## src/rtl/slc3m_mem_arbiter_pkg.sv

```systemverilog
// Shared types and constants for the multi-core SLC3 SRAM arbiter.
package slc3m_pkg;

    typedef enum logic [1:0] {
        IDLE,
        ACCESS,
        READY,
        HOLD
    } arb_state_t;

    localparam int SLC3M_ADDR_W    = 20;
    localparam int SLC3M_DATA_W    = 16;
    localparam int SLC3M_NUM_CORES = 4;

    // $clog2(1) is 0, which would give a zero-width grant_id; keep at least one bit.
    function automatic int clog2_safe(input int n);
        return (n <= 1) ? 1 : $clog2(n);
    endfunction

endpackage

```

## src/rtl/slc3m_mem_arbiter_if.sv

```systemverilog
// Bundle of per-core request lines and SRAM pins shared by the arbiter.
interface slc3m_mem_arbiter_if #(
    parameter int NUM_CORES = 4,
    parameter int ADDR_W    = 20,
    parameter int DATA_W    = 16
);
    import slc3m_pkg::*;

    localparam int ID_W = clog2_safe(NUM_CORES);

    logic [NUM_CORES*ADDR_W-1:0] core_addr;
    logic [NUM_CORES*DATA_W-1:0] core_wdata;
    logic [NUM_CORES-1:0]        core_oe_n;
    logic [NUM_CORES-1:0]        core_we_n;
    logic [DATA_W-1:0]           core_rdata;
    logic [NUM_CORES-1:0]        mem_ready;
    logic [ADDR_W-1:0]           sram_addr;
    logic [DATA_W-1:0]           sram_wdata;
    logic [DATA_W-1:0]           sram_rdata;
    logic                        sram_ce_n;
    logic                        sram_oe_n;
    logic                        sram_we_n;
    logic                        grant_valid;
    logic [ID_W-1:0]             grant_id;

    // Arbiter side: consumes core requests and SRAM read data.
    modport slave (
        input  core_addr, core_wdata, core_oe_n, core_we_n, sram_rdata,
        output core_rdata, mem_ready, sram_addr, sram_wdata,
               sram_ce_n, sram_oe_n, sram_we_n, grant_valid, grant_id
    );

    // Core/SRAM side: drives requests and read data, observes the grant.
    modport master (
        output core_addr, core_wdata, core_oe_n, core_we_n, sram_rdata,
        input  core_rdata, mem_ready, sram_addr, sram_wdata,
               sram_ce_n, sram_oe_n, sram_we_n, grant_valid, grant_id
    );

endinterface

```

## src/rtl/slc3m_mem_arbiter_rr_pick.sv

```systemverilog
// Combinational round-robin picker: first requester at or after the pointer.
module slc3m_rr_pick
    import slc3m_pkg::*;
#(
    parameter int NUM_CORES = 4,
    parameter int ID_W      = clog2_safe(NUM_CORES)
) (
    input  logic [NUM_CORES-1:0] i_req,
    input  logic [ID_W-1:0]      i_ptr,
    output logic                 o_any,
    output logic [ID_W-1:0]      o_idx
);

    logic [2*NUM_CORES-1:0] w_dbl;
    logic [NUM_CORES-1:0]   w_rot;

    // Rotate the doubled request vector so the pointer lands at bit 0, then take the lowest set bit.
    always_comb begin
        w_dbl = {i_req, i_req} >> i_ptr;
        w_rot = w_dbl[NUM_CORES-1:0];
        o_any = |i_req;
        o_idx = '0;
        for (int k = NUM_CORES - 1; k >= 0; k--) begin
            if (w_rot[k]) begin
                o_idx = ID_W'((int'(i_ptr) + k) % NUM_CORES);
            end
        end
    end

endmodule

```

## src/rtl/slc3m_mem_arbiter.sv

```systemverilog
// Round-robin arbiter sharing one off-chip SRAM between several SLC3 cores.
module slc3m_mem_arbiter
    import slc3m_pkg::*;
#(
    parameter int NUM_CORES   = SLC3M_NUM_CORES,
    parameter int ADDR_W      = SLC3M_ADDR_W,
    parameter int DATA_W      = SLC3M_DATA_W,
    parameter int WAIT_CYCLES = 2
) (
    input  logic                 Clk,
    input  logic                 Reset_n,
    slc3m_mem_arbiter_if.slave   bus
);

    localparam int         ID_W     = clog2_safe(NUM_CORES);
    localparam logic [3:0] CNT_INIT = 4'(WAIT_CYCLES - 1);

    arb_state_t             r_state;
    logic [ID_W-1:0]        r_rr_ptr;
    logic [ID_W-1:0]        r_grant_id;
    logic [3:0]             r_cnt;
    logic [ADDR_W-1:0]      r_addr;
    logic [DATA_W-1:0]      r_wdata;
    logic                   r_is_write;
    logic [DATA_W-1:0]      r_rdata;
    logic [NUM_CORES-1:0]   r_mem_ready;
    logic                   r_ce_n;
    logic                   r_oe_n;
    logic                   r_we_n;
    logic                   r_valid;

    logic [NUM_CORES-1:0]   w_req;
    logic                   w_any;
    logic [ID_W-1:0]        w_idx;
    logic [ID_W-1:0]        w_next_ptr;
    logic [NUM_CORES-1:0]   w_ready_hot;

    assign w_req       = ~bus.core_oe_n | ~bus.core_we_n;
    assign w_ready_hot = NUM_CORES'(1) << r_grant_id;

    slc3m_rr_pick #(
        .NUM_CORES (NUM_CORES),
        .ID_W      (ID_W)
    ) u_pick (
        .i_req (w_req),
        .i_ptr (r_rr_ptr),
        .o_any (w_any),
        .o_idx (w_idx)
    );

    // Next round-robin start is the core after the one just served, wrapping at NUM_CORES.
    always_comb begin
        if (r_grant_id == ID_W'(NUM_CORES - 1)) begin
            w_next_ptr = '0;
        end else begin
            w_next_ptr = r_grant_id + 1'b1;
        end
    end

    // Access sequencer: grant, hold the SRAM for WAIT_CYCLES, pulse ready, then a hold cycle before re-arbitrating.
    always_ff @(posedge Clk or negedge Reset_n) begin
        if (!Reset_n) begin
            r_state     <= IDLE;
            r_rr_ptr    <= '0;
            r_grant_id  <= '0;
            r_cnt       <= '0;
            r_addr      <= '0;
            r_wdata     <= '0;
            r_is_write  <= 1'b0;
            r_rdata     <= '0;
            r_mem_ready <= '0;
            r_ce_n      <= 1'b1;
            r_oe_n      <= 1'b1;
            r_we_n      <= 1'b1;
            r_valid     <= 1'b0;
        end else begin
            case (r_state)
                IDLE: begin
                    if (w_any) begin
                        r_addr     <= bus.core_addr[int'(w_idx)*ADDR_W +: ADDR_W];
                        r_wdata    <= bus.core_wdata[int'(w_idx)*DATA_W +: DATA_W];
                        r_is_write <= ~bus.core_we_n[w_idx];
                        r_grant_id <= w_idx;
                        r_cnt      <= CNT_INIT;
                        r_ce_n     <= 1'b0;
                        r_oe_n     <= ~bus.core_we_n[w_idx];
                        r_we_n     <= bus.core_we_n[w_idx];
                        r_valid    <= 1'b1;
                        r_state    <= ACCESS;
                    end
                end
                ACCESS: begin
                    if (r_cnt == '0) begin
                        r_mem_ready <= w_ready_hot;
                        if (!r_is_write) begin
                            r_rdata <= bus.sram_rdata;
                        end
                        r_state <= READY;
                    end else begin
                        r_cnt <= r_cnt - 1'b1;
                    end
                end
                READY: begin
                    r_mem_ready <= '0;
                    r_we_n      <= 1'b1;
                    r_state     <= HOLD;
                end
                HOLD: begin
                    r_rr_ptr <= w_next_ptr;
                    r_ce_n   <= 1'b1;
                    r_oe_n   <= 1'b1;
                    r_valid  <= 1'b0;
                    r_state  <= IDLE;
                end
                default: begin
                    r_state <= IDLE;
                end
            endcase
        end
    end

    assign bus.core_rdata  = r_rdata;
    assign bus.mem_ready   = r_mem_ready;
    assign bus.sram_addr   = r_addr;
    assign bus.sram_wdata  = r_wdata;
    assign bus.sram_ce_n   = r_ce_n;
    assign bus.sram_oe_n   = r_oe_n;
    assign bus.sram_we_n   = r_we_n;
    assign bus.grant_valid = r_valid;
    assign bus.grant_id    = r_grant_id;

endmodule

```

## src/flat_wrapper.sv

```systemverilog
// flat-port wrapper written by rule: the top's interface ports become plain ports
module slc3m_mem_arbiter_flat import slc3m_pkg::*;
#(
    parameter int NUM_CORES   = SLC3M_NUM_CORES,
    parameter int ADDR_W      = SLC3M_ADDR_W,
    parameter int DATA_W      = SLC3M_DATA_W,
    parameter int WAIT_CYCLES = 2
)
  (Clk, Reset_n, bus_core_addr, bus_core_wdata, bus_core_oe_n, bus_core_we_n, bus_sram_rdata, bus_core_rdata, bus_mem_ready, bus_sram_addr, bus_sram_wdata, bus_sram_ce_n, bus_sram_oe_n, bus_sram_we_n, bus_grant_valid, bus_grant_id);
  slc3m_mem_arbiter_if #(.NUM_CORES(NUM_CORES), .ADDR_W(ADDR_W), .DATA_W(DATA_W)) bus_i ();
  input  logic Clk;
  input  logic Reset_n;
  input wire logic [$bits(bus_i.core_addr)-1:0] bus_core_addr;
  input wire logic [$bits(bus_i.core_wdata)-1:0] bus_core_wdata;
  input wire logic [$bits(bus_i.core_oe_n)-1:0] bus_core_oe_n;
  input wire logic [$bits(bus_i.core_we_n)-1:0] bus_core_we_n;
  input wire logic [$bits(bus_i.sram_rdata)-1:0] bus_sram_rdata;
  output wire logic [$bits(bus_i.core_rdata)-1:0] bus_core_rdata;
  output wire logic [$bits(bus_i.mem_ready)-1:0] bus_mem_ready;
  output wire logic [$bits(bus_i.sram_addr)-1:0] bus_sram_addr;
  output wire logic [$bits(bus_i.sram_wdata)-1:0] bus_sram_wdata;
  output wire logic [$bits(bus_i.sram_ce_n)-1:0] bus_sram_ce_n;
  output wire logic [$bits(bus_i.sram_oe_n)-1:0] bus_sram_oe_n;
  output wire logic [$bits(bus_i.sram_we_n)-1:0] bus_sram_we_n;
  output wire logic [$bits(bus_i.grant_valid)-1:0] bus_grant_valid;
  output wire logic [$bits(bus_i.grant_id)-1:0] bus_grant_id;
  assign bus_i.core_addr = bus_core_addr;
  assign bus_i.core_wdata = bus_core_wdata;
  assign bus_i.core_oe_n = bus_core_oe_n;
  assign bus_i.core_we_n = bus_core_we_n;
  assign bus_i.sram_rdata = bus_sram_rdata;
  assign bus_core_rdata = bus_i.core_rdata;
  assign bus_mem_ready = bus_i.mem_ready;
  assign bus_sram_addr = bus_i.sram_addr;
  assign bus_sram_wdata = bus_i.sram_wdata;
  assign bus_sram_ce_n = bus_i.sram_ce_n;
  assign bus_sram_oe_n = bus_i.sram_oe_n;
  assign bus_sram_we_n = bus_i.sram_we_n;
  assign bus_grant_valid = bus_i.grant_valid;
  assign bus_grant_id = bus_i.grant_id;
  slc3m_mem_arbiter #(.NUM_CORES(NUM_CORES), .ADDR_W(ADDR_W), .DATA_W(DATA_W), .WAIT_CYCLES(WAIT_CYCLES)) u_core (.Clk(Clk), .Reset_n(Reset_n), .bus(bus_i));
endmodule
```

## config.mk

```make
export PLATFORM = sky130hd
export DESIGN_NAME = slc3m_mem_arbiter_flat
export DESIGN_NICKNAME = d
export VERILOG_FILES = /design/src/rtl/slc3m_mem_arbiter_pkg.sv /design/src/rtl/slc3m_mem_arbiter_if.sv /design/src/rtl/slc3m_mem_arbiter_rr_pick.sv /design/src/rtl/slc3m_mem_arbiter.sv /design/src/flat_wrapper.sv
export SDC_FILE = /design/constraint.sdc
export NUM_CORES = 1
export LEC_CHECK = 0
export CAP_MARGIN = 20
export CORE_ASPECT_RATIO = 0.5
export CORE_UTILIZATION = 40
export DETAILED_ROUTE_END_ITERATION = 16
export GPL_TIMING_DRIVEN = 1
export MAX_ROUTING_LAYER = met4
export PLACE_DENSITY_LB_ADDON = 0.05
export SLEW_MARGIN = 20
export SYNTH_ARGS = -nofsm -noshare
export SYNTH_HDL_FRONTEND = slang
export SYNTH_SLANG_ARGS = --single-unit
```

## constraint.sdc

```tcl
create_clock -name Clk -period 5.4 [get_ports Clk]
set_input_delay 0.54 -clock Clk [delete_from_list [all_inputs] [get_ports Clk]]
set_output_delay 0.54 -clock Clk [all_outputs]
set_load 0.02 [all_outputs]
```

==> flow_summary.json, run 1 <==
{
  "outcome": "finished, final reports clean",
  "coreArea_um2": 9760,
  "path_max_fanout": 37,
  "clkSlewWorstSetupHoldPaths_ns": 0.06,
  "synthAdderAreaFrac_pct": 3.32,
  "end_kind": "flip-flop",
  "dieArea_um2": 10800,
  "max_freq_mhz": 362,
  "synth_top_family_by_area": "multiplexers",
  "pwr-share-seq_pct": 26.0,
  "cts_resized": 0,
  "pin_count": 232,
  "drive_above_1_share_pct": 8.97,
  "drtAntennaViolNets": 0,
  "clkPwrFrac_pct": 16.6,
  "synthArstFlopShare_pct": 100,
  "path_class": "in2reg",
  "cp-start-kind": "primary input",
  "via_per_inst": 5.14,
  "hold_buffers": 0,
  "synth_most_common_cell": "mux2i_1",
  "synth_top_area_share_pct": 41.0,
  "synth-compound-area-share_pct": 14.8,
  "drt-total-wl_mm": 12.1,
  "max_slew.worst_pin.slew_ns": 0.927,
  "grt_overflow": 0,
  "power.leakage_uw": 0.00292,
  "area_growth_pct": 64.1,
  "cts_num_sinks": 71,
  "drc": 0,
  "htree_levels": 3,
  "row_count": 25,
  "synth-simple-area-share_pct": 10.6,
  "fillers": 791,
  "gp_congestion": 0.826,
  "port_buffers": 231,
  "slew_headroom_pct": 38.2,
  "fin_worst_skew_ns": 0.00316,
  "synth_flop_cell": "dfrtp_1",
  "min_path_type": "in2async",
  "timing_hold_violations_final": 0,
  "final_nets": 778,
  "drv_cap": 0,
  "setup-violations-final": 0,
  "chipWidth_um": 146,
  "antenna_found_initial": 0,
  "yosys-top-cells-area": "dfrtp_1 (41%), mux2i_1 (18%), o221ai_1 (7.4%), mux2_2 (4.6%), nand2_1 (4.5%)",
  "synth_xor_area_share_pct": 0,
  "clockBufferDepth": 2,
  "syn-mean-instance-area_um2": 11.0,
  "hpwl_mm": 8.75,
  "cts_made_buffers": 9,
  "synth_top_cells_by_count": "mux2i_1 (76), dfrtp_1 (68), nand2_1 (50)",
  "ir_worst_vdd_mv": 0.410,
  "drt_iter0_drc": 188,
  "multi_input_area_um2": 2170,
  "synth_top_area_cell": "dfrtp_1",
  "min_period_over_period_pct": 51.1,
  "die_h_um": 74.0,
  "synth.cell_area_um2": 4150,
  "via_count": 3791,
  "clockRootBuffer": "clkbuf_16",
  "synthDistinctLibCells": 48,
  "rsz0062_at_grt": "no",
  "clk_latency_ns": 0.34,
  "drv_slew": 0,
  "holdWs_ns": 0.332,
  "grt_usage_pct": 23.9,
  "synth_edf_count": 0,
  "crit_required_ns": 5.58,
  "n_antenna_cell": 0,
  "combPwrFrac_pct": 57.4,
  "p_per_area_nw_per_um2": 546,
  "syn_nets": 559,
  "grt_pass1_wl_mm": 19.4,
  "initial_core_util_pct": 42.5,
  "seqCellArea_um2": 1780,
  "avgRoutedWirePerCell_um": 16.5,
  "yosys_warnings": 0,
  "ys_seq_elements": 71,
  "drtPass1Iterations": 4,
  "synth-seq-area-share_pct": 42.9,
  "grt_max_degree": 79,
  "p_int_uw": 2230,
  "switchingPower_uw": 1490,
  "period_minus_slack_ns": 2.76,
  "switching_share_pct": 40.0,
  "grt_pass1_vias": 3940,
  "fin_setup_tns_ns": 0,
  "muxShareOfSynthArea_pct": 23.2,
  "tritoncts": "yes",
  "postSynthCellCount": 378,
  "arrival_ns": 2.94,
  "cts_setup_buffers": 0
}
==> worst max-delay path: stages <==
cell             delay [ns]
clkdlybuf4s50_1        0.50
nand2_1                0.19
nor4_4                 0.56
nor2b_1                0.24
nand2_2                0.64
o221ai_1               0.25
==> cells in the final DEF (no fill, tap or decap), drive strengths merged, types with 2 or more instances in the layout <==
| cell type | count |
|---|---|
| a21oi | 10 |
| ha | 11 |
| inv | 8 |
| mux2i | 76 |
| clkdlybuf4s50 | 230 |
| o211ai | 2 |
| a211oi | 2 |
| dfstp | 3 |
| o221ai | 36 |
| or2 | 2 |
| nand2 | 53 |
| and2 | 3 |
| clkbuf | 11 |
| dfrtp | 68 |
| nor2 | 12 |
| a21o | 3 |
| mux2 | 18 |
| nor2b | 9 |
| buf | 4 |
| nor3b | 3 |
| nand2b | 3 |
| clkinv | 3 |
| o21ai | 10 |
==> final timing paths <==
kind,start,endpoint,slack [ns],cells after the start
max,bus_core_we_n[2],u_core.bus.sram_addr[9],2.64,6
min,Reset_n,u_core.bus.mem_ready[2],0.33,1
max reg2reg,u_core.r_state[0],u_core.bus.sram_addr[9],2.85,5
min reg2reg,u_core.bus.sram_wdata[14],u_core.bus.sram_wdata[14],0.49,2
max in group asynchronous,Reset_n,u_core.bus.sram_addr[8],4.45,1
min in group Clk,u_core.bus.sram_wdata[14],u_core.bus.sram_wdata[14],0.49,2
==> sequential cells by signal (all words and copies together), names as in the netlist <==
register and count:
u_core.bus.core_rdata 16, u_core.bus.grant_id 2, u_core.bus.grant_valid 1, u_core.bus.mem_ready 4, u_core.bus.sram_addr 20, u_core.bus.sram_ce_n 1, u_core.bus.sram_oe_n 1, u_core.bus.sram_wdata 16
u_core.bus.sram_we_n 1, u_core.r_cnt 4, u_core.r_is_write 1, u_core.r_rr_ptr 2, u_core.r_state 2
==> routing by layer <==
layer  wire length [um]  global-route usage [%]  up-vias
met5                  0                       -        -
met4                303                    9.49        0
met3                615                    6.56       28
met2               6510                    44.3      137
met1               4700                    24.8     1789
li1                   -                       -     1837
==> kinds of logic after synthesis <==
logic type,after synthesis
DFF,71
AOI/OAI and AO/OA,78
adders and majority gates,11
muxes,94
and+or+nand+nor,90
buffers and inverters,34
==> metrics by stage <==
step / cells / util, % / power, uW / instance area (um2) / setup WS, ns
2_1_floorplan: 378 / - / 2330 / 4150 / 3.38
3_3_place_gp: 721 / 66.6 / 3080 / 6500 / 2.37
3_5_place_dp: 721 / 66.6 / 3130 / 6500 / 2.30
4_1_cts: 737 / 69.7 / 3760 / 6810 / 2.64
5_1_grt: 737 / 69.7 / 3950 / 6810 / 2.40
6_report: 737 / 69.7 / 3720 / 6810 / 2.64
==> power by group through the flow <==
| stage | combinational, uW | sequential [uW] | clock, uW |
|---|---|---|---|
| after global placement | 2120 | 964 | 0 |
| after floorplan | 1100 | 1230 | 0 |
| after CTS | 2160 | 969 | 624 |
| after global routing | 2300 | 1010 | 644 |
| after detailed placement | 2160 | 970 | 0 |
| final | 2130 | 967 | 617 |
==> area by class of cell <==
type                    instances  share of cell area [%]
clock buffers                  11                    3.71
clock inverters                 5                   0.827
inverters                       8                   0.441
multi-input cells             273                    31.9
flip-flops and latches         71                    26.2
well taps                     135                    2.48
repair buffers                234                    34.5
(Power assumes the default switching activity.)
==> run 2, diff against run 1 <==
--- a/config.mk
+++ b/config.mk
@@ -7,7 +7,7 @@
 export LEC_CHECK = 0
 export CAP_MARGIN = 20
 export CORE_ASPECT_RATIO = 0.5
-export CORE_UTILIZATION = 40
+export CORE_UTILIZATION = 35
 export DETAILED_ROUTE_END_ITERATION = 16
 export GPL_TIMING_DRIVEN = 1
 export MAX_ROUTING_LAYER = met4
==> constraint.sdc (replaced) <==
create_clock -name Clk -period 2.49 [get_ports Clk]
set_input_delay 0.249 -clock Clk [delete_from_list [all_inputs] [get_ports Clk]]
set_output_delay 0.249 -clock Clk [all_outputs]
set_load 0.02 [all_outputs]
==> run 2 against run 1 <==
Net effect:
- design area increased by 2.8%
- global-route usage down 2.6 points
- flip-flop and latch count unchanged
- critical path depth increased by 1
- worst hold slack worse by 0.27 ns
- largest power group unchanged
- clock skew up 0.0030 ns
- first-iteration DRC count down 27%
- via count up 0.37%
- critical path type is now reg2reg
- combinational power rose by 130%
- clock-buffer cell count is 1 lower
- routed wire length increased by 2.7%
- register-to-register slack worse by 2.4 ns
- highest routed layer unchanged
==> flow_summary.json, run 2 (synthesized netlist as in run 1, its figures left out) <==
{
  "outcome": "finished, final reports clean",
  "drtPass1Iterations": 4,
  "port_buffers": 231,
  "fillers": 963,
  "end_kind": "flip-flop",
  "final_nets": 790,
  "ir_worst_vdd_mv": 0.567,
  "initial_core_util_pct": 36.9,
  "pin_count": 232,
  "cts_resized": 0,
  "cp_top_family": "simple AND/OR/NAND/NOR gates",
  "clockBufferDepth": 2,
  "layout_commonest_cell": "clkdlybuf4s50_1",
  "n_antenna_cell": 0,
  "drive_above_1_share_pct": 10.7,
  "grt_max_degree": 72,
  "drc": 0,
  "place_inst": 757,
  "drtAntennaViolNets": 0,
  "gp_congestion": 0.813,
  "cts_num_sinks": 71,
  "fin_setup_tns_ns": 0,
  "period_minus_slack_ns": 2.09,
  "grt_pass1_wl_mm": 19.8,
  "slew_headroom_pct": 38.3,
  "hold_buffers": 0,
  "drt_iter0_drc": 138,
  "pre_cts_ws_ns": 0.208,
  "cts_setup_buffers": 0,
  "row_count": 27,
  "critPathLaunch": "u_core.r_cnt[0]",
  "holdWs_ns": 0.0630,
  "crit_required_ns": 2.75,
  "die_h_um": 79.0,
  "postLayoutSetupSlackWorst_ns": 0.403,
  "fin_cells": 773,
  "grt_overflow": 0,
  "min_period_over_period_pct": 83.8,
  "min_path_type": "in2async",
  "largest_register_ffs": 20,
  "path_class": "reg2reg",
  "timing_hold_violations_final": 0,
  "max_slew.worst_pin.slew_ns": 0.926,
  "clkSlewWorstSetupHoldPaths_ns": 0.06,
  "r2r_start": "u_core.r_cnt[0]",
  "drt-total-wl_mm": 12.5,
  "tritoncts": "yes",
  "max_freq_mhz": 479,
  "setup-violations-final": 0,
  "chipWidth_um": 156,
  "fin_worst_skew_ns": 0.00614,
  "htree_levels": 3,
  "drv_slew": 0,
  "path_max_fanout": 5,
  "p_per_area_nw_per_um2": 1190,
  "grt_usage_pct": 21.4,
  "via_count": 3805,
  "hpwl_mm": 9.28,
  "drv_cap": 0,
  "avgRoutedWirePerCell_um": 16.1,
  "cts_made_buffers": 9,
  "clk_latency_ns": 0.33,
  "antenna_found_initial": 0,
  "mostFrequentLayoutCells": "clkdlybuf4s50_1 (230), mux2i_1 (76), dfrtp_1 (68)",
  "rsz0062_at_grt": "no",
  "cp-start-kind": "flip-flop",
  "cpPeakStageDelay_ns": 0.46,
  "grt_pass1_vias": 4010,
  "path_cells": "inv_1 > ha_1 > nor3b_2 > or4_1 > or3b_2 > a21oi_1 > a221o_1",
  "dieArea_um2": 12300,
  "power.leakage_uw": 0.00300,
  "via_per_inst": 4.92,
  "slowest_stage": "or4_1",
  "coreArea_um2": 11200,
  "arrival_ns": 2.35,
  "clockRootBuffer": "clkbuf_16",
  "area_growth_pct": 68.7,
  "critPathBufInv": 1,
  "total_power_uw": 8310
}
-- run 2: worst paths after layout --
kind | to | slack, ns | depth (start not counted)
min in group Clk | u_core.bus.sram_wdata[8] | 0.49 | 2
max reg2reg | u_core.r_cnt[3] | 0.40 | 7
min reg2reg | u_core.bus.sram_wdata[8] | 0.49 | 2
min | u_core.bus.core_rdata[13] | 0.06 | 1
max in group asynchronous | u_core.bus.sram_addr[19] | 1.83 | 1
max | u_core.r_cnt[3] | 0.40 | 7
-- run 2: where the power goes --
group | switching [uW] | total [uW] | internal (uW)
logic | 2430 | 4890 | 2460
clock network | 518 | 1330 | 809
registers | 347 | 2090 | 1750
total | 3290 | 8310 | 5020
-- run 2: metal layers --
layer | part of all wire [%] | vias up | GRT usage (%)
met5 | 0 | - | -
met4 | 1.6 | 0 | 6.18
met3 | 5.7 | 16 | 5.62
met2 | 52 | 120 | 37.5
met1 | 41 | 1807 | 24.2
li1 | - | 1862 | -
-- run 2: layout make-up --
| type | instances | area (um2) | area share (%) |
|---|---|---|---|
| multi-input cells | 273 | 2170 | 31.0 |
| inverters | 8 | 30.0 | 0.429 |
| clock inverters | 6 | 68.8 | 0.983 |
| flip-flops and latches | 71 | 1780 | 25.4 |
| well taps | 159 | 199 | 2.84 |
| clock buffers | 10 | 239 | 3.41 |
| repair buffers | 246 | 2510 | 35.9 |
-- run 2: worst reg2reg max path, delay by kind of cell (launching register included) --
family / cells / cell delay, ns
simple gates: 3 / 1.09
compound gates: 2 / 0.25
fa+ha+maj: 1 / 0.19
flops: 1 / 0.40
buf+inv: 1 / 0.09
-- run 2: metrics by stage --
stage / cell area, um2 / util, %
5_1_grt: 7000 / 62.2
6_report: 7000 / 62.2
2_1_floorplan: 4150 / -
4_1_cts: 7000 / 62.2
3_5_place_dp: 6690 / 59.5
3_3_place_gp: 6690 / 59.5
